===== config.mk =====
export PLATFORM = sky130hd
export DESIGN_NAME = seg_digit_scanner
export DESIGN_NICKNAME = d
export VERILOG_FILES = /design/src/rtl/seg_scan_pkg.sv /design/src/rtl/seg_dwell_timer.sv /design/src/rtl/seg_digit_scanner.sv
export SDC_FILE = /design/constraint.sdc
export NUM_CORES = 1
export LEC_CHECK = 0
export CAP_MARGIN = 5
export CORE_UTILIZATION = 30
export CTS_CLUSTER_SIZE = 16
export DETAILED_ROUTE_END_ITERATION = 7
export GPL_TIMING_DRIVEN = 0
export PLACE_DENSITY = 0.5
export SLEW_MARGIN = 25
export SYNTH_ARGS = -nofsm -noshare
export SYNTH_HDL_FRONTEND = slang
export SYNTH_SLANG_ARGS = --single-unit
export TNS_END_PERCENT = 1

===== constraint.sdc =====
create_clock -name clk -period 2.5 [get_ports clk]
set_input_delay 0.5 -clock clk [delete_from_list [all_inputs] [get_ports clk]]
set_output_delay 0.5 -clock clk [all_outputs]
set_load 0.005 [all_outputs]

===== src/rtl/seg_scan_pkg.sv =====
// Shared types and sizing helpers for the seven-segment digit scanner.
package seg_scan_pkg;

    typedef enum logic {
        ST_BLANK,
        ST_SHOW
    } state_e;

    // Counter width able to hold the longer of the two phase lengths.
    function automatic int unsigned cnt_width(input int unsigned dwell, input int unsigned blank);
        int unsigned longest;
        longest = (dwell > blank) ? dwell : blank;
        return $clog2(longest + 1);
    endfunction

endpackage


===== src/rtl/seg_dwell_timer.sv =====
// Phase timer: counts up while enabled, flags the terminal count, clears on request.
module seg_dwell_timer #(
    parameter int unsigned CNT_W = 4
) (
    input  logic             clk,
    input  logic             rst_n,
    input  logic             en,
    input  logic             clr,
    input  logic [CNT_W-1:0] limit,
    output logic             tc_c
);

    logic [CNT_W-1:0] count;

    always_ff @(posedge clk or negedge rst_n) begin
        if (!rst_n) begin
            count <= '0;
        end else if (clr) begin
            count <= '0;
        end else if (en) begin
            count <= count + CNT_W'(1);
        end
    end

    assign tc_c = en && (count == limit);

endmodule


===== src/rtl/seg_digit_scanner.sv =====
// Time-multiplexed seven-segment digit scanner: digit storage, blank/show FSM,
// leading-zero suppression and registered anode/segment-enable outputs.
module seg_digit_scanner
    import seg_scan_pkg::*;
#(
    parameter int unsigned NUM_DIGITS    = 4,
    parameter int unsigned DWELL_CYCLES  = 1000,
    parameter int unsigned BLANK_CYCLES  = 16,
    parameter bit          ANODE_ACT_LOW = 1'b1
) (
    input  logic                          clk,
    input  logic                          rst_n,
    input  logic                          ena,
    input  logic                          wr_en,
    input  logic [$clog2(NUM_DIGITS)-1:0] wr_addr,
    input  logic [3:0]                    wr_data,
    input  logic                          lz_en,
    output logic [3:0]                    digit_val,
    output logic                          seg_en,
    output logic [NUM_DIGITS-1:0]         anode,
    output logic [$clog2(NUM_DIGITS)-1:0] digit_idx
);

    localparam int unsigned IDX_W = $clog2(NUM_DIGITS);
    localparam int unsigned CNT_W = cnt_width(DWELL_CYCLES, BLANK_CYCLES);
    localparam logic [NUM_DIGITS-1:0] ANODE_OFF = {NUM_DIGITS{ANODE_ACT_LOW}};

    logic [3:0]            digits [NUM_DIGITS];
    logic                  wr_ok;
    state_e                state_q, state_d;
    logic [IDX_W-1:0]      idx_d;
    logic [CNT_W-1:0]      limit;
    logic                  tc;
    logic [NUM_DIGITS-1:0] supp;
    logic                  zero_run;
    logic [NUM_DIGITS-1:0] anode_d;
    logic                  seg_en_d;

    assign wr_ok = {1'b0, wr_addr} < (IDX_W + 1)'(NUM_DIGITS);

    // Digit register file; writes are accepted regardless of ena.
    always_ff @(posedge clk or negedge rst_n) begin
        if (!rst_n) begin
            for (int i = 0; i < int'(NUM_DIGITS); i++) begin
                digits[i] <= 4'h0;
            end
        end else if (wr_en && wr_ok) begin
            digits[wr_addr] <= wr_data;
        end
    end

    assign limit = (state_q == ST_SHOW) ? CNT_W'(DWELL_CYCLES - 1) : CNT_W'(BLANK_CYCLES - 1);

    seg_dwell_timer #(
        .CNT_W (CNT_W)
    ) u_timer (
        .clk   (clk),
        .rst_n (rst_n),
        .en    (ena),
        .clr   (tc),
        .limit (limit),
        .tc_c  (tc)
    );

    // A digit is blanked when it and every digit above it are zero; digit 0 always shows.
    always_comb begin
        supp     = '0;
        zero_run = 1'b1;
        for (int i = int'(NUM_DIGITS) - 1; i >= 0; i--) begin
            zero_run = zero_run & (digits[i] == 4'h0);
            supp[i]  = lz_en & zero_run & (i != 0);
        end
    end

    always_ff @(posedge clk or negedge rst_n) begin
        if (!rst_n) begin
            state_q   <= ST_BLANK;
            digit_idx <= '0;
        end else begin
            state_q   <= state_d;
            digit_idx <= idx_d;
        end
    end

    // Next state plus next-cycle outputs, aligned with the state being entered.
    always_comb begin
        state_d  = state_q;
        idx_d    = digit_idx;
        anode_d  = ANODE_OFF;
        seg_en_d = 1'b0;
        if (tc) begin
            if (state_q == ST_BLANK) begin
                state_d = ST_SHOW;
            end else begin
                state_d = ST_BLANK;
                idx_d   = (digit_idx == IDX_W'(NUM_DIGITS - 1)) ? '0 : digit_idx + IDX_W'(1);
            end
        end
        if (ena && (state_d == ST_SHOW)) begin
            anode_d  = (NUM_DIGITS'(1) << idx_d) ^ ANODE_OFF;
            seg_en_d = ~supp[idx_d];
        end
    end

    always_ff @(posedge clk or negedge rst_n) begin
        if (!rst_n) begin
            digit_val <= 4'h0;
            seg_en    <= 1'b0;
            anode     <= ANODE_OFF;
        end else begin
            digit_val <= digits[idx_d];
            seg_en    <= seg_en_d;
            anode     <= anode_d;
        end
    end

endmodule


== Yosys cells after proc, flatten, opt, wreduce, memory -nomap -nowiden ==
Index checks and enable logic that the tools add are counted.

* Flip-flop bits (word level): 38
* Input port bits: 11
* Output and inout port bits: 11
* Logic and storage cells: 53

* Add/subtract/negate cells: 2
* Bitwise operators: 9
* Order comparisons: 4
* Multiplexer cells: 18
* Shift operators: 1
* Reduce and logical (&&, ||, !) cells: 7
* Equality and inequality tests: 2

{| class="wikitable"
|+ Operators by type and width
! operator !! number
|-
| 2-to-1 mux 10 bit || 3
|-
| bitwise mux 16 bit || 1
|-
| 2-to-1 mux 4 bit || 4
|-
| zero test 4 bit || 3
|-
| adder 10 x 1 -> 10 bit (second input constant) || 1
|-
| == test 10 bit || 1
|-
| binary-select mux 4 bit (select 2 bit) || 1
|-
| demux 4 bit (select 2 bit) || 1
|-
| greater-or-equal comparator 3 bit (second input constant) || 2
|-
| 2-to-1 mux 2 bit || 3
|-
| inverter 2 -> 3 bit || 2
|-
| bitwise AND 1 bit || 5
|-
| 2-to-1 mux 1 bit || 4
|-
| inverter 4 bit || 1
|-
| << shifter 1 x 2 -> 4 bit (first input constant) || 1
|-
| logical AND 1 bit || 3
|-
| < comparator 2 x 3 -> 1 bit (second input constant) || 1
|-
| < comparator 3 x 1 -> 1 bit (second input constant) || 1
|-
| adder 2 x 1 -> 2 bit (second input constant) || 1
|-
| binary-select mux 1 bit (select 2 bit) || 1
|-
| == test 2 bit (second input constant) || 1
|-
| nonzero test 2 bit || 1
|-
| inverter 1 bit || 1
|}

== Longest topological paths before layout ==
* Depth in word-level cells: 8
* Depth in mapped cells: 8
* Depth with buffers taken out: 6

== Cells and area by module ==
A second synthesis with hierarchy kept.

* Cell total of the unflattened synthesis: 173
* Area total of the unflattened synthesis: 1945.6 um^2

{| class="wikitable"
|+ Modules (own cells, without submodules)
! module !! cells an instance !! sequential area each (um^2) !! times used !! area each (um^2)
|-
| seg_digit_scanner || 111 || 705.7 || 1 || 1346.3
|-
| seg_dwell_timer || 62 || 250.2 || 1 || 599.3
|}

== Worst setup path before layout ==
Ideal clock, no wire load.

* Path type: register to register
* Start point: reg u_timer.count[0]
* End point: reg seg_en
* Arrival time: 1.834 ns
* Setup time: 0.123 ns
* Required time: 2.377 ns
* Path buffers: 1
* Clock period less this slack: 1.957 ns
* Slack: 0.543 ns
* Stages on the path, launching flop included: 7
* Cell sequence: dfrtp_1 ha_1 nand4b_4 or4b_1 buf_2 a32o_1 o221a_1

* Longest elaborated chain between the ends: 7
* Elaborated cells on any way between the ends: 9
* Classes of those cells: eq/ne: 1; mux: 5; bitwise: 1; reduce/logical: 2

{| class="wikitable"
|+ Ends and longest elaborated chain
! item !! RTL line !! RTL
|-
| from (decl) || seg_dwell_timer.sv:13 || <nowiki>logic [CNT_W-1:0] count;</nowiki>
|-
| from (signal assigned) || seg_dwell_timer.sv:21 || <nowiki>count <= count + CNT_W'(1);</nowiki>
|-
| == test 10 bit (*) || seg_dwell_timer.sv:25 || <nowiki>assign tc_c = en && (count == limit);</nowiki>
|-
| logical AND 1 bit (*) || seg_dwell_timer.sv:25 ||
|-
| 2-to-1 mux 2 bit || seg_digit_scanner.sv:91 || <nowiki>if (tc) begin</nowiki>
|-
| binary-select mux 1 bit (select 2 bit) || seg_digit_scanner.sv:101 || <nowiki>seg_en_d = ~supp[idx_d];</nowiki>
|-
| 2-to-1 mux 1 bit (not written as such) || seg_digit_scanner.sv:101 ||
|-
| inverter 1 bit || seg_digit_scanner.sv:101 ||
|-
| 2-to-1 mux 1 bit (*) || seg_digit_scanner.sv:99 || <nowiki>if (ena && (state_d == ST_SHOW)) begin</nowiki>
|-
| net seg_en_d || seg_digit_scanner.sv:37 || <nowiki>logic seg_en_d;</nowiki>
|-
| to (signal assigned) || seg_digit_scanner.sv:112 || <nowiki>seg_en <= seg_en_d;</nowiki>
|-
| to (decl) || seg_digit_scanner.sv:19 || <nowiki>output logic seg_en,</nowiki>
|}

The timed path passes the listed nets; every way through them passes the cells marked *. The select of a mux whose other input is x is not followed.
A chain may end at the register's enable or synchronous reset.

== Worst setup path in the final report ==
* Start point: in ena
* End point: reg seg_en

* Longest elaborated chain between the ends: 6
* Elaborated cells on any way between the ends: 8
* Classes of those cells: mux: 5; bitwise: 1; reduce/logical: 2

{| class="wikitable"
|+ Ends and longest elaborated chain
! item !! RTL line !! RTL
|-
| from (decl) || seg_digit_scanner.sv:13 || <nowiki>input logic ena,</nowiki>
|-
| logical AND 1 bit || seg_dwell_timer.sv:25 ||
|-
| 2-to-1 mux 2 bit || seg_digit_scanner.sv:91 ||
|-
| binary-select mux 1 bit (select 2 bit) || seg_digit_scanner.sv:101 ||
|-
| 2-to-1 mux 1 bit (not written as such) || seg_digit_scanner.sv:101 ||
|-
| inverter 1 bit || seg_digit_scanner.sv:101 ||
|-
| 2-to-1 mux 1 bit (*) || seg_digit_scanner.sv:99 ||
|-
| net seg_en_d || seg_digit_scanner.sv:37 ||
|}

Marked as above.

==> impl_metrics.ini <==
[run_status]
outcome = finished, final reports clean

[global_routing]
gr-total-overflow = 0
grt_max_degree = 21
grt_pass1_wl_mm = 6.63
grt_pass1_vias = 1384
antenna_found_initial = 0
grtUsageTotal_pct = 13.9

[clock_network]
cts_root_buffer = clkbuf_8
cts.sinks = 38
cts.clk_slew.worst_paths_ns = 0.07
clk_path_buf_depth = 2
cts.htree.levels = 2
numCtsBuffers = 5
cts_tree = built
postCtsSetupBuffers = 0
cts_hold_buf = 0
clk_latency_ns = 0.29
cts_resized = 0

[logic_synthesis]
synth_top_cell_by_area = dfrtp_1
ys_seq_area_share_pct = 51.7
synth.distinct_cells = 40
ys_top_cells_by_area = dfrtp_1 (46%), mux2_2 (9.7%), dfstp_2 (5.7%), nand3_1 (3.8%), a32oi_2 (3.5%)
synth_cells = 161
synthesis.nets = 174
ys_ff_latch = 38
yosys_warnings = 0
yosys.area.top_type_share_pct = 46.0
avgSynthCellArea_um2 = 11.5
syn-cell-area_um2 = 1850

[setup_path]
path_max_fanout = 10
max_stage_delay_ns = 0.55
crit_type = in -> reg
crit_path_cell_trace = clkdlybuf4s50_1, buf_2, and4b_1, nand4_1, a32o_1, o221a_1
reg2reg_from = u_timer.count[0]
required_ns = 2.68
end_kind = flip-flop
r2r_cells = 6
cpLargestDelayFamily = buffers and inverters
crit_arrival_ns = 2.47
cp-startpoint = ena
cp.buffers_inverters = 2
slowest_stage = clkdlybuf4s50_1
cp_num_cells = 6
critPathLaunchType = input pin

[floorplanning]
io_pins = 22
die_w_um = 80.5
die-area_um2 = 6480
core_um2 = 5920
rows = 28
dieHeight_um = 80.5
start_util_pct = 31.2

[pwr]
combPwrFrac_pct = 20.2
power_frac_clock_pct = 30.1
finalPower_mw = 1.68
p_sw_share_pct = 27.5
seq_power_share_pct = 49.7
leakage_nw = 0.909
p_switching_mw = 0.461
ir_drop_mv = 0.221
p_per_area_nw_per_um2 = 734
internal-power_mw = 1.22

[place]
hpwl_mm = 2.97
io_buffers = 21
placed_cell_area_um2 = 2180
routabilityCongestion = 0.847
preCtsSetupSlack_ns = -0.0608
dp.cells = 258

[routing]
drc = 0
antenna_left = 0
wl_per_cell_um = 14.1
num_vias = 1352
drt_iter0_drc = 79
wirelength_mm = 3.75
viasPerCell = 5.08
drt-pass1-iter-count = 4

[sta]
fin_worst_skew_ns = 0.00357
tightest_slew_ns = 0.712
maxSlewViolCount = 0
max_freq_mhz = 437
setup_violations = 0
fin_ws_ns = 0.210
slew-limit-headroom_pct = 52.5
finalHoldViolations = 0
min_period_over_period_pct = 91.6
period_minus_slack_ns = 2.29
rsz0062_at_grt = false

[final_layout]
final_cell_area_um2 = 2280
fillers = 569
antenna_cells = 0
fin_cells = 266
area_delta_synth_final_pct = 23.5
drive_gt1_share_pct = 21.5
nets = 203

[job]
drv_cap = 0

[min_path]
min_path_type = in -> async
## final timing paths
path | to | slack, ns
worst max-delay path | seg_en | 0.21
worst min-delay path | digits[1] | 0.15
worst max register to register | seg_en | 0.37
worst min register to register | digits[15] | 0.53
max in group asynchronous | anode[3] | 1.83
min in group clk | digits[15] | 0.53
## cell usage after synthesis
master    number
dfrtp_1       34
mux2_2        16
nand3_1       14
nor2_1        12
nand2_1        9
o21ai_0        9
xnor2_1        6
nand4_1        5
a32oi_1        4
a32oi_2        4
dfstp_2        4
nor4_1         4
inv_1          3
nand3b_1       3
nor3_1         3
and4b_1        2
buf_2          2
clkbuf_1       2
ha_1           2
nand2b_1       2
xor2_1         2
a21boi_0       1
a21oi_1        1
a32o_1         1
and2_1         1
and3_1         1
and4_1         1
buf_6          1
clkbuf_2       1
inv_2          1
nand4b_1       1
nand4b_4       1
nor3b_1        1
o221a_1        1
o22ai_1        1
o31a_1         1
o31ai_1        1
o31ai_2        1
o41ai_1        1
or4b_1         1
## flip-flops by register name, indices dropped and copies added, names as in the netlist
name,cells
state_q,1
u_timer.count,10
digit_idx,2
seg_en,1
anode,4
digit_val,4
digits,16
## layout make-up
| type | instances | area [um^2] | share of cell area (%) |
|---|---|---|---|
| Buffer | 6 | 33.8 | 1.48 |
| Multi-Input combinational cell | 113 | 845 | 37.0 |
| Clock buffer | 5 | 68.8 | 3.01 |
| Sequential cell | 38 | 956 | 41.8 |
| Timing Repair Buffer | 22 | 233 | 10.2 |
| Clock inverter | 3 | 40.0 | 1.75 |
| Tap cell | 75 | 93.8 | 4.11 |
| Inverter | 4 | 15.0 | 0.657 |
## metrics by stage
| step | setup TNS (ns) | util [%] | hold WS [ns] |
|---|---|---|---|
| 2_1_floorplan | 0 | - | 0.204 |
| 5_1_grt | 0 | 38.6 | 0.175 |
| 3_3_place_gp | -0.0383 | 36.4 | 0.521 |
| 6_report | 0 | 38.6 | 0.147 |
| 3_5_place_dp | -0.0652 | 36.7 | 0.467 |
| 4_1_cts | 0 | 38.6 | 0.152 |
## layer usage
layer	GRT usage [%]	part of all wire, %	vias to the layer above
met1	17.4	47	665
met2	22.2	48	24
met5	0	0	-
met4	5.89	1.2	0
met3	3.86	3.5	4
li1	-	-	659
## cells by family (layout without fill, tap and decap cells)
family | count (synthesis) | in the layout | synth area share [%]
AO/OA/AOI/OAI | 26 | 26 | 12.0
XOR/XNOR | 8 | 8 | 3.79
adder cells (fa/ha/maj) | 2 | 2 | 1.35
buffers and inverters | 10 | 40 | 2.64
flip-flops | 38 | 38 | 51.7
multiplexers | 16 | 16 | 9.74
AND/OR/NAND/NOR | 61 | 61 | 18.7
## layout by cell type (no fill, tap or decap), drive strengths merged, types with 3 or more instances in the layout
master,n
nand3b,3
inv,4
nor2,12
clkbuf,8
nand3,14
nand2,9
nand4,5
nor4,4
clkdlybuf4s50,20
dfrtp,34
mux2,16
nor3,3
a32oi,8
dfstp,4
buf,5
o21ai,9
xnor2,6
## worst register-to-register path, cell delays in order (launching register included)
cell      delay, ns
dfrtp_1        0.41
ha_1           0.29
nand4b_4       0.17
or4b_1         0.54
buf_2          0.16
a32o_1         0.21
o221a_1        0.24
## power by group through the flow
stage	clock network, mW	logic [mW]	registers, mW
2_1_floorplan	0	0.222	0.819
3_3_place_gp	0	0.327	0.840
3_5_place_dp	0	0.341	0.847
4_1_cts	0.524	0.343	0.834
5_1_grt	0.549	0.379	0.850
6_report	0.505	0.339	0.832
No activity file was read; power rests on OpenSTA's default activity.
==> RTL edit 1: new RTL, same settings <==
The output `digit_val` loses its register stage (`digit_val` becomes a continuous assignment).
--- a/src/rtl/seg_digit_scanner.sv
+++ b/src/rtl/seg_digit_scanner.sv
@@ -104,15 +104,15 @@
 
     always_ff @(posedge clk or negedge rst_n) begin
         if (!rst_n) begin
-            digit_val <= 4'h0;
             seg_en    <= 1'b0;
             anode     <= ANODE_OFF;
         end else begin
-            digit_val <= digits[idx_d];
             seg_en    <= seg_en_d;
             anode     <= anode_d;
         end
     end
 
+    assign digit_val = digits[idx_d];
+
 endmodule
 
Function: changed (a bounded check fails within 4 cycles, from zero or initial values and one cycle with rst_n low).
==> RTL edit 1 against the original RTL <==
The run now ends with negative setup slack left. Combinational power fell by 1%. Global-route usage grew 0.090 points. Total power is 5.1% lower. Design area decreased by 4.1%. Clock skew grew 0.0049 ns. Area after synthesis down 12%. Worst setup slack worse by 0.45 ns. Routed wire length fell by 9.9%. Register-to-register slack gained 0.15 ns. Sequential cell count shrank 4. Maximum frequency is 17% lower. Critical path type is now flop to output pin. Highest routed layer unchanged.
==> RTL edit 1: results (changes against the original RTL) <==
| Metric | Value |
|---|---|
| Sequential power | `0.000764 W (was 0.000832 W)` |
| Met2 routed wirelength | `1609 µm (was 1816 µm)` |
| Part of the Yosys area used for sequential elements | `52.49% (was 51.69%)` |
| Logic gate share of total power | `21.1% (was 20.2%)` |
| Met1 usage in global routing | `18.05% (was 17.40%)` |
| Worst slew pin tran | `0.8482 ns (was 0.7121 ns)` |
| Number of setup buffers added after CTS | `12 (was 0)` |
| Dpl cells | `227 (was 258)` |
| Peak ir drop on the vdd network | `388.5 µV (was 220.8 µV)` |
| Nets@finish | `189 (was 203)` |
| Global-route wire length before repair | `5658 µm (was 6630 µm)` |
| Syn nets | `149 (was 174)` |
| Routed length on met1 | `1654 µm (was 1759 µm)` |
| Fraction of layout cells with a size suffix above 1 | `32.20% (was 21.47%)` |
| Gates resized, CTS repair | `22 (was 0)` |
| Least setup slack across all paths after layout | `-0.2447 ns (was 0.2101 ns)` |
| Number of global-route vias before repair | `1174 (was 1384)` |
| Top cell types by occurrence after synthesis | `dfrtp_1, mux2_2, mux2i_1 (was dfrtp_1, mux2_2, nand3_1)` |
| Setup-failing EPs final | `4 (was 0)` |
| Post-DP HPWL | `2389 µm (was 2971 µm)` |
| Result of the run | `finished, violations left (was completed)` |
| Failing checks | `negative setup slack` |
| Final-layout fill cell count | `473 (was 569)` |
| Top Registers | `digits: 16 flops, u_timer.count: 10 flops, anode: 4 flops (was digits: 16 flops, u_timer.count: 10 flops)` |
| Reported net switching power | `0.0004350 W (was 0.0004612 W)` |
| GR Layer Usage met2 | `22.12% (was 22.20%)` |
| Largest net degree at the start of global routing | `24 (was 21)` |
| Port Buffers | `20 (was 21)` |
## RTL edit 1: changes by cell type in the layout (fill, tap and decap cells not counted), sizes merged, moves of 3 or more
cell | unedited run | this run
buf | 5 | 20
dfrtp | 34 | 30
a32oi | 8 | 0
nand3 | 14 | 7
nand4 | 5 | 2
o21ai | 9 | 2
clkdlybuf4s50 | 20 | 15
mux2i | 0 | 14
## RTL edit 1: worst max path at each step
stage	to	cells past startpoint	start
floorplan	digit_val[2]	7	ena
global placement	digit_val[3]	8	ena
detailed placement	digit_val[3]	8	ena
CTS	digit_val[3]	10	u_timer.count[1]
global route	digit_val[3]	10	u_timer.count[0]
finish	digit_val[3]	9	u_timer.count[3]
## RTL edit 1: cell type report
| class | instances | area (µm²) | share of cell area (%) |
|---|---|---|---|
| Sequential cell | 34 | 859.6 | 39.23 |
| Multi-Input combinational cell | 96 | 784.5 | 35.81 |
| Timing Repair Buffer | 33 | 321.6 | 14.68 |
| Tap cell | 70 | 87.58 | 3.998 |
| Clock buffer | 7 | 76.32 | 3.484 |
| Clock inverter | 1 | 30.03 | 1.371 |
| Buffer | 2 | 16.27 | 0.7424 |
| Inverter | 4 | 15.01 | 0.6853 |
## RTL edit 1: per-stage QoR
stage | utilization, % | setup TNS [ns] | hold WS [ns]
after floorplan | - | 0 | 0.2044
after global placement | 37.23 | -2.417 | 0.4946
after detailed placement | 37.66 | -2.486 | 0.4169
after CTS | 42.28 | -1.110 | 0.1073
after global routing | 42.36 | -1.406 | 0.1129
final | 42.36 | -0.8438 | 0.1055
## RTL edit 1: logic make-up after synthesis
kind of cell	synth area share, %
AOI/OAI and AO/OA	2.609
adders and majority gates	1.535
DFF	52.49
xor gates and xnor gates	4.298
buffers and inverters	1.918
muxes	20.34
and+or+nand+nor	16.81
==> RTL edit 2: new RTL, same settings <==
Made on the original files. `BLANK_CYCLES`: 16 -> 8.
--- a/src/rtl/seg_digit_scanner.sv
+++ b/src/rtl/seg_digit_scanner.sv
@@ -5,7 +5,7 @@
 #(
     parameter int unsigned NUM_DIGITS    = 4,
     parameter int unsigned DWELL_CYCLES  = 1000,
-    parameter int unsigned BLANK_CYCLES  = 16,
+    parameter int unsigned BLANK_CYCLES  = 8,
     parameter bit          ANODE_ACT_LOW = 1'b1
 ) (
     input  logic                          clk,
Formal check against the unedited RTL: not equivalent (Yosys sat finds a counterexample within 10 cycles, from zero or initial values and one cycle with rst_n low).
==> RTL edit 2 against the original RTL <==
Clock skew hardly changed. Maximum frequency is 0.31% lower. Via count is 16% lower. Routed wire length is 12% lower. Sequential cell count stayed put. Synthesized cell count is 11% lower. Sequential share of layout area is 2.3 points higher. Total power is 2.9% higher. Final cell count is 8.3% lower. Worst setup slack worse by 0.0071 ns. Design area is 5.1% lower. Area after synthesis is 5.5% lower.
==> RTL edit 2: results (changes against the original RTL) <==
| Metric | Value |
|---|---|
| Root buffer selected by CTS | `clkbuf_8 (unchanged)` |
| Top cell types by occurrence after synthesis | `dfrtp_1, mux2_2, nor2_1 (was dfrtp_1, mux2_2, nand3_1)` |
| Number of synthesis warnings | `0 (unchanged)` |
| Number of cells traversed by the worst register-to-register path | `8 (was 6)` |
| Top post-synthesis cells by area | `dfrtp_1, mux2_2, mux2i_1 (was dfrtp_1, mux2_2, dfstp_2)` |
| Result of the run | `completed (unchanged)` |
| Cell area after placement | `0.002053 mm² (was 0.002176 mm²)` |
| Syn nets | `156 (was 174)` |
| Post-Syn Instances | `143 (was 161)` |
| Register-to-register setup slack | `0.20 ns (was 0.37 ns)` |
| CP max FO | `10 (unchanged)` |
| Number of antenna violations at the first check in global routing | `0 (unchanged)` |
| Type of the most critical hold path | `input port to asynchronous set/reset pin (unchanged)` |
| Synth cell types | `35 (was 40)` |
| Final standard cell count with taps included and fillers excluded | `244 (was 266)` |
| Maximum cell stage delay along the critical path | `0.45 ns (was 0.55 ns)` |
| Number of buffers created by CTS | `5 (unchanged)` |
| Global-route wire length before repair | `5644 µm (was 6630 µm)` |
| Port Buffers | `20 (was 21)` |
| Top Registers | `digits: 16 flops, u_timer.count: 10 flops (unchanged)` |
| Cell with the biggest individual delay on the critical path | `mux2i_1 (was clkdlybuf4s50_1)` |
| Max Clock Skew | `0.003350 ns (was 0.003569 ns)` |
| Count of antenna diodes in the layout | `0 (unchanged)` |
| Iteration-0 DRC count of the detailed router | `53 (was 79)` |
| Fraction of synthesis flops using an asynchronous set or reset pin | `100.0% (unchanged)` |
| Number of setup buffers added after CTS | `0 (unchanged)` |
| Number of global-route vias before repair | `1184 (was 1384)` |
| H-Tree Depth | `2 (unchanged)` |
| Nets@finish | `184 (was 203)` |
| End of the worst register-to-register path | `digit_val[1] (was seg_en)` |
| Worst slew pin tran | `0.6926 ns (was 0.7121 ns)` |
| Flip-flop cell with the highest count after synthesis | `dfrtp_1 (unchanged)` |
| DR WL/cell | `13.49 µm (was 14.11 µm)` |
| Final weighted congestion in routability-driven placement | `0.7220 (was 0.8468)` |
| Via count | `1140 (was 1352)` |
| Largest net degree at the start of global routing | `29 (was 21)` |
| Length of the first detailed-routing pass in iterations | `4 (unchanged)` |
| Part of the Yosys area used for sequential elements | `54.69% (was 51.69%)` |
| Post-DP HPWL | `2497 µm (was 2971 µm)` |
| All-Layer GR Usage | `12.31% (was 13.88%)` |
| Final-layout fill cell count | `561 (was 569)` |
| Mapped Area | `0.001748 mm² (was 0.001849 mm²)` |
| Clock Latency Late Sink | `0.28 ns` |
| Peak ir drop on the vdd network | `295.6 µV (was 220.8 µV)` |
| Total leakage power | `0.9208 nW (was 0.9092 nW)` |
| Startpoint of the worst-slack reg-to-reg timing path | `u_timer.count[3] (was u_timer.count[0])` |
| Max Root-Sink Buffers | `2 (unchanged)` |
| Top register by number of flip-flops | `digits (unchanged)` |
| Critical path arrival | `2.45 ns (was 2.47 ns)` |
| Clock transition at the registers of the reported paths | `0.07 ns (about the same)` |
| Fraction of layout cells with a size suffix above 1 | `23.84% (was 21.47%)` |
==> RTL edit 2: changes by cell type in the layout (fill, tap and decap cells not counted), moves of 3 or more <==
cell,before,now
nor2_1,12,15
o21ai_0,9,1
clkbuf_8,5,8
a32oi_1,4,0
a32oi_2,4,0
mux2i_1,0,13
nand3_1,14,4
==> RTL edit 2: critical path: cells and delay by family, from the launching register on <==
kind                   cells  cell delay [ns]
muxes                      3             0.70
and+or+nand+nor            2             0.64
buffers and inverters      3             0.45
DFF                        1             0.37
==> RTL edit 2: area by class of cell <==
class / count / area share, %
flip-flops and latches: 38 / 44.11
multi-input cells: 96 / 34.06
repair buffers: 21 / 9.931
clock buffers: 8 / 5.081
well taps: 72 / 4.157
plain buffers: 5 / 1.963
inverters: 4 / 0.6928
==> RTL edit 2: report_power, final <==
group | internal, W | switching [W]
registers | 0.000747 | 0.0000948
logic | 0.000224 | 0.000176
clock network | 0.000278 | 0.000206
==> RTL edit 2: logic make-up (layout without fill, tap and decap cells) <==
family | Yosys count | after routing | synth area share, %
XOR/XNOR | 8 | 8 | 4.009
multiplexers | 31 | 31 | 18.97
buffers and inverters | 9 | 38 | 3.292
AO/OA/AOI/OAI | 10 | 10 | 3.579
flip-flops | 38 | 38 | 54.69
AND/OR/NAND/NOR | 45 | 45 | 14.03
adder cells (fa/ha/maj) | 2 | 2 | 1.431
==> RTL edit 2: how the worst max path moves through the flow <==
stage / from / to / cells past startpoint
2_1_floorplan: u_timer.count[3] / anode[0] / 7
3_3_place_gp: rst_n / digits[12] / 1
3_5_place_dp: u_timer.count[3] / anode[0] / 7
4_1_cts: u_timer.count[3] / anode[0] / 7
5_1_grt: u_timer.count[4] / digit_val[1] / 8
6_report: u_timer.count[3] / digit_val[1] / 8
==> RTL edit 2: what timing repair did <==
action | CTS | global route
gates resized for setup | 0 | 1
hold endpoints to repair | 0 | 0
setup endpoints to repair | 0 | 2
==> RTL edit 2: layer usage <==
| layer | global-route usage [%] | wire length (µm) |
|---|---|---|
| met5 | 0 | 0 |
| met4 | 3.333 | 17 |
| met3 | 5.233 | 136 |
| met2 | 20.44 | 1677 |
| met1 | 14.52 | 1460 |
==> RTL edit 2: stage by stage <==
stage,hold WS (ns),worst slack [ns],util [%]
finish,0.09083,0.2031,38.88
global placement,0.4974,0.09550,36.57
CTS,0.08607,0.1284,38.81
detailed placement,0.3986,0.1462,36.84
global route,0.08873,0.01582,38.88
floorplan,0.2044,0.4466,-
